==> src/rtl/rx_payload_q_enq_engine.sv <==
`default_nettype none
// ============================================================================
// Module      : rx_payload_q_enq_engine
// Description : Per-flow RX payload queue enqueue engine. Accepts one payload
//               entry for a flow, reads that flow's head and tail pointers,
//               checks for a full queue, then writes the payload buffer and
//               the advanced tail pointer. It returns a completion carrying
//               the slot index used, or a drop flag when the queue was full.
//
// Ports
//   clk, rst                     clock, asynchronous active-low reset
//   enq_req_*                    enqueue request (val/rdy, flowid, data)
//   enq_resp_*                   completion (val/rdy, flowid, index, dropped)
//   head_rd_req_* / _resp_*      head pointer memory read channel
//   tail_rd_req_* / _resp_*      tail pointer memory read channel
//   tail_wr_req_*                tail pointer memory write channel
//   buf_wr_req_*                 payload buffer write channel
//
// Revision    : 1.0  initial release
// ============================================================================
module rx_payload_q_enq_engine #(
    parameter int FLOW_ID_W      = 4,
    parameter int Q_SIZE_W       = 3,
    parameter int ENTRY_W        = 256,
    parameter int DROP_WHEN_FULL = 1
) (
    input  logic                          clk,
    input  logic                          rst,

    input  logic                          enq_req_val,
    input  logic [FLOW_ID_W-1:0]          enq_req_flowid,
    input  logic [ENTRY_W-1:0]            enq_req_data,
    output logic                          enq_req_rdy,

    output logic                          enq_resp_val,
    output logic [FLOW_ID_W-1:0]          enq_resp_flowid,
    output logic [Q_SIZE_W:0]             enq_resp_index,
    output logic                          enq_resp_dropped,
    input  logic                          enq_resp_rdy,

    output logic                          head_rd_req_val,
    output logic [FLOW_ID_W-1:0]          head_rd_req_addr,
    input  logic                          head_rd_req_rdy,
    input  logic                          head_rd_resp_val,
    input  logic [Q_SIZE_W:0]             head_rd_resp_data,
    output logic                          head_rd_resp_rdy,

    output logic                          tail_rd_req_val,
    output logic [FLOW_ID_W-1:0]          tail_rd_req_addr,
    input  logic                          tail_rd_req_rdy,
    input  logic                          tail_rd_resp_val,
    input  logic [Q_SIZE_W:0]             tail_rd_resp_data,
    output logic                          tail_rd_resp_rdy,

    output logic                          tail_wr_req_val,
    output logic [FLOW_ID_W-1:0]          tail_wr_req_addr,
    output logic [Q_SIZE_W:0]             tail_wr_req_data,
    input  logic                          tail_wr_req_rdy,

    output logic                          buf_wr_req_val,
    output logic [FLOW_ID_W+Q_SIZE_W-1:0] buf_wr_req_addr,
    output logic [ENTRY_W-1:0]            buf_wr_req_data,
    input  logic                          buf_wr_req_rdy
);

    localparam int PTR_W   = Q_SIZE_W + 1;
    localparam bit DROP_EN = (DROP_WHEN_FULL != 0);

    typedef enum logic [2:0] {
        ST_IDLE    = 3'd0,
        ST_RD_REQ  = 3'd1,
        ST_RD_RESP = 3'd2,
        ST_DECIDE  = 3'd3,
        ST_WR      = 3'd4,
        ST_RESP    = 3'd5
    } state_t;

    state_t state;
    state_t state_nxt;

    // Captured request and pointer values
    logic [FLOW_ID_W-1:0] flowid_q;
    logic [ENTRY_W-1:0]   data_q;
    logic [PTR_W-1:0]     head_q;
    logic [PTR_W-1:0]     tail_q;
    logic                 dropped_q;

    // Per-channel completion flags; each channel's val drops on its own
    // handshake while the sibling channel may still be stalled.
    logic head_req_done;
    logic tail_req_done;
    logic head_got;
    logic tail_got;
    logic tail_wr_done;
    logic buf_wr_done;

    logic enq_req_fire;
    logic head_req_fire;
    logic tail_req_fire;
    logic head_resp_fire;
    logic tail_resp_fire;
    logic tail_wr_fire;
    logic buf_wr_fire;
    logic enq_resp_fire;
    logic full;

    // ------------------------------------------------------------------
    // Outputs: decoded from state and completion flags only, so the
    // handshake terms below never loop back through the next-state logic.
    // ------------------------------------------------------------------
    // rst is folded in so the request port reads not-ready for the whole
    // time reset is held, not just after the state register settles.
    assign enq_req_rdy      = (state == ST_IDLE) && rst;

    assign head_rd_req_val  = (state == ST_RD_REQ) && !head_req_done;
    assign tail_rd_req_val  = (state == ST_RD_REQ) && !tail_req_done;
    assign head_rd_req_addr = flowid_q;
    assign tail_rd_req_addr = flowid_q;

    assign head_rd_resp_rdy = (state == ST_RD_RESP);
    assign tail_rd_resp_rdy = (state == ST_RD_RESP);

    assign tail_wr_req_val  = (state == ST_WR) && !tail_wr_done;
    assign tail_wr_req_addr = flowid_q;
    // Pointer is one bit wider than the slot index; the natural rollover
    // toggles the wrap bit after the last slot.
    assign tail_wr_req_data = tail_q + {{(PTR_W-1){1'b0}}, 1'b1};

    assign buf_wr_req_val   = (state == ST_WR) && !buf_wr_done;
    assign buf_wr_req_addr  = {flowid_q, tail_q[Q_SIZE_W-1:0]};
    assign buf_wr_req_data  = data_q;

    assign enq_resp_val     = (state == ST_RESP);
    assign enq_resp_flowid  = flowid_q;
    assign enq_resp_index   = tail_q;
    assign enq_resp_dropped = dropped_q;

    // ------------------------------------------------------------------
    // Handshakes
    // ------------------------------------------------------------------
    assign enq_req_fire   = enq_req_val && enq_req_rdy;
    assign head_req_fire  = head_rd_req_val && head_rd_req_rdy;
    assign tail_req_fire  = tail_rd_req_val && tail_rd_req_rdy;
    // Only the first response per channel is taken in a read round.
    assign head_resp_fire = head_rd_resp_val && head_rd_resp_rdy && !head_got;
    assign tail_resp_fire = tail_rd_resp_val && tail_rd_resp_rdy && !tail_got;
    assign tail_wr_fire   = tail_wr_req_val && tail_wr_req_rdy;
    assign buf_wr_fire    = buf_wr_req_val && buf_wr_req_rdy;
    assign enq_resp_fire  = enq_resp_val && enq_resp_rdy;

    // Same slot index but opposite wrap bits: the tail has lapped the head.
    assign full = (head_q[PTR_W-1] != tail_q[PTR_W-1]) &&
                  (head_q[Q_SIZE_W-1:0] == tail_q[Q_SIZE_W-1:0]);

    // ------------------------------------------------------------------
    // Next-state logic
    // ------------------------------------------------------------------
    always_comb begin
        state_nxt = state;
        case (state)
            ST_IDLE: begin
                if (enq_req_fire) begin
                    state_nxt = ST_RD_REQ;
                end
            end
            ST_RD_REQ: begin
                if ((head_req_done || head_req_fire) &&
                    (tail_req_done || tail_req_fire)) begin
                    state_nxt = ST_RD_RESP;
                end
            end
            ST_RD_RESP: begin
                if ((head_got || head_resp_fire) &&
                    (tail_got || tail_resp_fire)) begin
                    state_nxt = ST_DECIDE;
                end
            end
            ST_DECIDE: begin
                if (!full) begin
                    state_nxt = ST_WR;
                end else if (DROP_EN) begin
                    state_nxt = ST_RESP;
                end else begin
                    // Wait for the consumer to free a slot by re-polling.
                    state_nxt = ST_RD_REQ;
                end
            end
            ST_WR: begin
                if ((tail_wr_done || tail_wr_fire) &&
                    (buf_wr_done || buf_wr_fire)) begin
                    state_nxt = ST_RESP;
                end
            end
            ST_RESP: begin
                if (enq_resp_fire) begin
                    state_nxt = ST_IDLE;
                end
            end
            default: begin
                state_nxt = ST_IDLE;
            end
        endcase
    end

    // ------------------------------------------------------------------
    // State register
    // ------------------------------------------------------------------
    always_ff @(posedge clk or negedge rst) begin
        if (!rst) begin
            state <= ST_IDLE;
        end else begin
            state <= state_nxt;
        end
    end

    // ------------------------------------------------------------------
    // Request capture and drop flag
    // ------------------------------------------------------------------
    always_ff @(posedge clk or negedge rst) begin
        if (!rst) begin
            flowid_q  <= '0;
            data_q    <= '0;
            dropped_q <= 1'b0;
        end else begin
            if (enq_req_fire) begin
                flowid_q  <= enq_req_flowid;
                data_q    <= enq_req_data;
                dropped_q <= 1'b0;
            end else if ((state == ST_DECIDE) && full && DROP_EN) begin
                dropped_q <= 1'b1;
            end
        end
    end

    // ------------------------------------------------------------------
    // Pointer read channels
    // ------------------------------------------------------------------
    always_ff @(posedge clk or negedge rst) begin
        if (!rst) begin
            head_req_done <= 1'b0;
            tail_req_done <= 1'b0;
        end else if (state == ST_RD_REQ) begin
            if (state_nxt != ST_RD_REQ) begin
                head_req_done <= 1'b0;
                tail_req_done <= 1'b0;
            end else begin
                if (head_req_fire) begin
                    head_req_done <= 1'b1;
                end
                if (tail_req_fire) begin
                    tail_req_done <= 1'b1;
                end
            end
        end
    end

    always_ff @(posedge clk or negedge rst) begin
        if (!rst) begin
            head_q   <= '0;
            tail_q   <= '0;
            head_got <= 1'b0;
            tail_got <= 1'b0;
        end else begin
            if (head_resp_fire) begin
                head_q <= head_rd_resp_data;
            end
            if (tail_resp_fire) begin
                tail_q <= tail_rd_resp_data;
            end
            if (state == ST_RD_RESP) begin
                if (state_nxt != ST_RD_RESP) begin
                    head_got <= 1'b0;
                    tail_got <= 1'b0;
                end else begin
                    if (head_resp_fire) begin
                        head_got <= 1'b1;
                    end
                    if (tail_resp_fire) begin
                        tail_got <= 1'b1;
                    end
                end
            end
        end
    end

    // ------------------------------------------------------------------
    // Write channels
    // ------------------------------------------------------------------
    always_ff @(posedge clk or negedge rst) begin
        if (!rst) begin
            tail_wr_done <= 1'b0;
            buf_wr_done  <= 1'b0;
        end else if (state == ST_WR) begin
            if (state_nxt != ST_WR) begin
                tail_wr_done <= 1'b0;
                buf_wr_done  <= 1'b0;
            end else begin
                if (tail_wr_fire) begin
                    tail_wr_done <= 1'b1;
                end
                if (buf_wr_fire) begin
                    buf_wr_done <= 1'b1;
                end
            end
        end
    end

endmodule
`default_nettype wire

==> config.mk <==
export PLATFORM = sky130hd
export DESIGN_NAME = rx_payload_q_enq_engine
export DESIGN_NICKNAME = d
export VERILOG_FILES = /design/src/rtl/rx_payload_q_enq_engine.sv
export SDC_FILE = /design/constraint.sdc
export NUM_CORES = 1
export LEC_CHECK = 0
export BUFFER_PORTS_ARGS = -buffer_cell sky130_fd_sc_hd__buf_4
export CORE_AREA = 2 2 221 223
export CTS_BUF_LIST = sky130_fd_sc_hd__clkbuf_16
export CTS_CLUSTER_DIAMETER = 50
export DETAILED_ROUTE_END_ITERATION = 6
export DIE_AREA = 0 0 223 225
export PLACE_DENSITY = 0.44
export SLEW_MARGIN = 20
export SYNTH_ARGS = -nofsm -noshare
export SYNTH_HDL_FRONTEND = slang
export SYNTH_SLANG_ARGS = --single-unit
==> constraint.sdc <==
create_clock -name clk -period 2.8 [get_ports clk]
set_clock_uncertainty 0.05 [all_clocks]
set_input_delay 0.28 -clock clk [delete_from_list [all_inputs] [get_ports clk]]
set_output_delay 0.28 -clock clk [all_outputs]
set_load 0.02 [all_outputs]
======== Word-level counts from Yosys, hierarchy flattened ========
Index checks and enable logic that the tools add are counted.
word-level totals
  memories kept ........................... 0
  register bits ........................... 278
  bits in read-only memories .............. 0
  word-level logic and storage cells ...... 90
  memory bits (writable) .................. 0
  latch bits .............................. 0
cells by class
  $mul .................................... 0
  reduce and logical (&&, ||, !) cells .... 46
  bitwise logic cells ..................... 0
  $lt $le $gt $ge ......................... 0
  $add $sub $neg .......................... 1
  divide/modulo/power cells ............... 0
  multiplexer cells ....................... 21
  shifts and indexed selects .............. 0
  eq/ne operators ......................... 10
operators by type and width
  cell                   count
  $logic_and A1 B1 Y1    20
  $pmux W3 S6            1
  $mux W1                15
  $mux W3                5
  $reduce_bool A2 Y1     7
  $reduce_and A2 Y1      6
  $eq A3 B2 Y1 const B   2
  $eq A3 B3 Y1 const B   2
  $logic_not A1 Y1       6
  $logic_or A1 B1 Y1     6
  $add A4 B1 Y4 const B  1
  $eq A3 B1 Y1 const B   1
  $eq A3 B3 Y1           1
  $logic_not A3 Y1       1
  $ne A3 B1 Y1 const B   1
  $ne A3 B2 Y1 const B   1
  $ne A3 B3 Y1 const B   1
  $ne A1 B1 Y1           1

======== Depth between registers and ports, before layout ========
  depth after elaboration ................. 10
  mapped depth ............................ 6
  mapped depth without buffers ............ 4

======== Least setup slack after synthesis ========
OpenSTA, ideal clock, no wires.
  path kind ............................... reg-to-reg
  start ................................... reg state[0]
  end ..................................... reg data_q[107], in the netlist buf_wr_req_data[107]
  arrival time ............................ 1,770 ps
  slack ................................... 853 ps
  period minus slack after synthesis ...... 1,947 ps
  stages on the path, launching flop included .. 7
  required time ........................... 2,622 ps
  path through ............................ dfrtp_1 > buf_2 > nor4b_4 > nand2_2 > buf_6 > buf_6 > mux2_1
between the ends
  word-level cells in the longest chain between the ends .. 3
ends and longest elaborated chain
  what                    RTL line  source
  start, declared         78        state_t state;
  start signal, assigned  212       state <= state_nxt;
  $logic_not A3 Y1        113       assign enq_req_rdy = (state == ST_IDLE) && rst;
  $logic_and A1 B1 Y1     113
  net enq_req_rdy         33        output logic enq_req_rdy,
  $logic_and A1 B1 Y1     141       assign enq_req_fire = enq_req_val && enq_req_rdy;
  end signal, assigned    227       data_q <= enq_req_data;
  end, declared           83        logic [ENTRY_W-1:0] data_q;
The timed path passes the listed nets, and every way through them passes these cells.
A chain may end at the register's enable or synchronous reset.

======== Worst setup path in the final report ========
  start ................................... reg state[0]
  end ..................................... out tail_rd_resp_rdy
between the ends
  word-level cells in the longest chain between the ends .. 1
ends and longest elaborated chain
  what           RTL line  source
  $eq A3 B2 Y1   121       assign tail_rd_resp_rdy = (state == ST_RD_RESP);
  end, declared  53        output logic tail_rd_resp_rdy,
No other way between the ends.

==> results_dict.tcl <==
set metrics [dict create \
    outcome "complete, no violations" \
    htree_levels 2 \
    ys_seq_area_share_pct 62.68 \
    slew_violations 0 \
    avgSynthCellArea_um2 16.84 \
    reg2reg_slack_ns 0.58 \
    power_mw 23.10 \
    cp.arrival_ns 2.00 \
    leakage_nw 9.746 \
    place_inst 1812 \
    hold_path_class "in2reg" \
    cts_tree "yes" \
    num_io_pins 574 \
    min-delay-start "enq_req_val" \
    rows 80 \
    cp-startpoint "state[0]$_DFF_PN0_" \
    clkTransAtPathRegs_ns 0.05 \
    grt_pass1_wl_um 55920 \
    synth_cell_types 27 \
    wl_um 36920 \
    synth.ff_latch_count 278 \
    die_x_um 223 \
    ir_drop_v 0.0005517 \
    gp_congestion 0.7065 \
    fill_cells 4410 \
    grt.total_usage_pct 14.31 \
    synthArstFlopShare_pct 100.0 \
    yosysWarnings 0 \
    maxCapViolCount 0 \
    dr_total_vias 8678 \
    setup_violations 0 \
    max_freq_ghz 0.4296 \
    area.sequential_um2 6957 \
    coreArea_um2 47550 \
    timing.rr.start "state[0]$_DFF_PN0_" \
    vias_per_cell 4.008 \
    wl_per_cell_um 17.05 \
    ctsResizeCount 0 \
    grt_overflow 0 \
    die-area_um2 50180 \
    synthTopCellsByArea "dfrtp_1 (63%), mux2_4 (12%), mux2_1 (9.0%)" \
    finalCritPeriodShare_pct 83.13 \
    multi_input_area_um2 3730 \
    cts_buffers 41 \
    cts.sinks 278 \
    antenna_found_initial 1 \
    synth_edf_count 0 \
    worst_slew_pin_slew_ns 1.050 \
    clkLatencyLatePin_ns 0.54 \
    fp.dieH_um 225 \
    grt_pass1_vias 9584 \
    yosys_most_used_dff "dfrtp_1" \
    hpwlAfterDp_um 26100 \
    synth_area_um2 11100 \
    critical_path_class "reg2out" \
    finalSetupTns_ns 0 \
    syn_nets 938 \
    period_minus_slack_ns 2.328 \
    slew_headroom_pct 29.97 \
    powerDensity_nw_per_um2 1152 \
    cts_max_path_buffers 3 \
    drive_gt1_share_pct 54.10 \
    synth_cells 659 \
    worstPathRequired_ns 2.47 \
    start_util_pct 23.34 \
    route.detailed.drc 0 \
    endpoint_kind "output pin" \
    grt_max_degree 144 \
    area_growth_pct 80.77 \
    fin_cells 2165 \
    netlist.top_cell.by_area "dfrtp_1" \
    nets 1798 \
    rsz0062_at_grt "false" \
    synth_most_common_cell "dfrtp_1" \
    synthTopCellsByCount "dfrtp_1 (278), mux2_4 (90), mux2_1 (89), mux2_2 (89)" \
    first_pass_iters 4 \
    synth_top_area_share_pct 62.68 \
    crit_fanout 10 \
    cp-start-kind "flop" \
    hold_violations 0 \
    numPortBuffers 573 \
    hold_slack_ns 0.3092 \
    place_ws_ns 0.5614 \
    cts_root_buffer "clkbuf_16" \
    drt-initial-drc-count 270 \
    setup_ws_ns 0.4724 \
    ant_nets 0 \
]
[critical path, cell delays in order, from the launching register on]
cell and delay (ns):
dfrtp_1 0.49, nor3b_2 0.57, buf_4 0.25, buf_4 0.14
[final timing paths]
path / endpoint / cells past startpoint
max: tail_rd_resp_rdy / 3
min: enq_resp_dropped$_DFFE_PN0P_ / 3
max reg2reg: buf_wr_req_data[47]$_DFFE_PN0P_ / 4
min reg2reg: buf_wr_req_data[145]$_DFFE_PN0P_ / 1
max in group asynchronous: buf_wr_req_data[206]$_DFFE_PN0P_ / 4
min in group asynchronous: buf_wr_req_data[178]$_DFFE_PN0P_ / 3
[layout make-up]
class | count | area share [%]
inverter | 2 | 0.03742
antenna | 1 | 0.01247
clock inverter | 30 | 1.247
timing repair buffer | 866 | 36.24
sequential | 278 | 34.68
clock buffer | 43 | 5.364
multi-input combinational | 330 | 18.59
tap | 615 | 3.836
[power breakdown]
group / internal (mW) / leakage [nW] / switching [mW]
Combinational: 5.43 / 5.79 / 5.29
Clock: 3.07 / 0.658 / 1.95
Sequential: 6.09 / 3.29 / 1.28
[per-stage QoR]
stage	utilization, %	area [µm²]
5_1_grt	42.19	20060
3_5_place_dp	33.53	15940
2_1_floorplan	-	11100
3_3_place_gp	33.53	15940
4_1_cts	42.19	20060
6_report	42.19	20060
[repair_timing]
action                    in CTS  in global routing
hold endpoints to repair     410                  0
buffers inserted               0                  0
hold buffers                 279                  0
[cells by family (layout without fill, tap and decap cells)]
group	Yosys count	after routing	share of synthesized area (%)
DFF	278	278	62.68
muxes	268	268	30.24
buffers and inverters	51	941	3.833
and+or+nand+nor	42	42	2.018
AOI/OAI and AO/OA	13	13	0.6426
xor gates and xnor gates	6	6	0.4735
adders and majority gates	1	1	0.1127
other	0	1	0
[cells in the final DEF, fill, tap and decap left out, types with 2 or more instances in the layout]
cell / instances
inv_1: 4
clkbuf_16: 43
buf_12: 5
buf_4: 581
nand3_1: 4
clkinv_4: 3
clkinv_2: 8
nor3_1: 2
mux2_4: 90
bufinv_16: 3
clkinv_1: 7
nor2_1: 14
dfrtp_1: 278
nor2b_1: 3
clkinvlp_4: 3
a21oi_1: 11
nand2_1: 8
dlygate4sd3_1: 279
mux2_2: 89
xnor2_1: 5
or2_2: 5
mux2_1: 89
inv_6: 3
[sequential cells by signal, summed over array words and instances, names as in the netlist]
register	cells
head_q	4
state	3
head_got	1
buf_wr_done	1
head_req_done	1
enq_resp_dropped	1
buf_wr_req_data	256
enq_resp_flowid	4
tail_got	1
enq_resp_index	4
tail_req_done	1
tail_wr_done	1
[metal layers]
metal  routed length [µm]  up-vias  GRT usage [%]
met5                    0        -              0
met4                 1073        0          5.001
met3                 2995       72          5.254
met2                18820      356          25.28
met1                14030     4232          15.81
li1                     -     4018              -
Power figures use the tool's default switching activity.
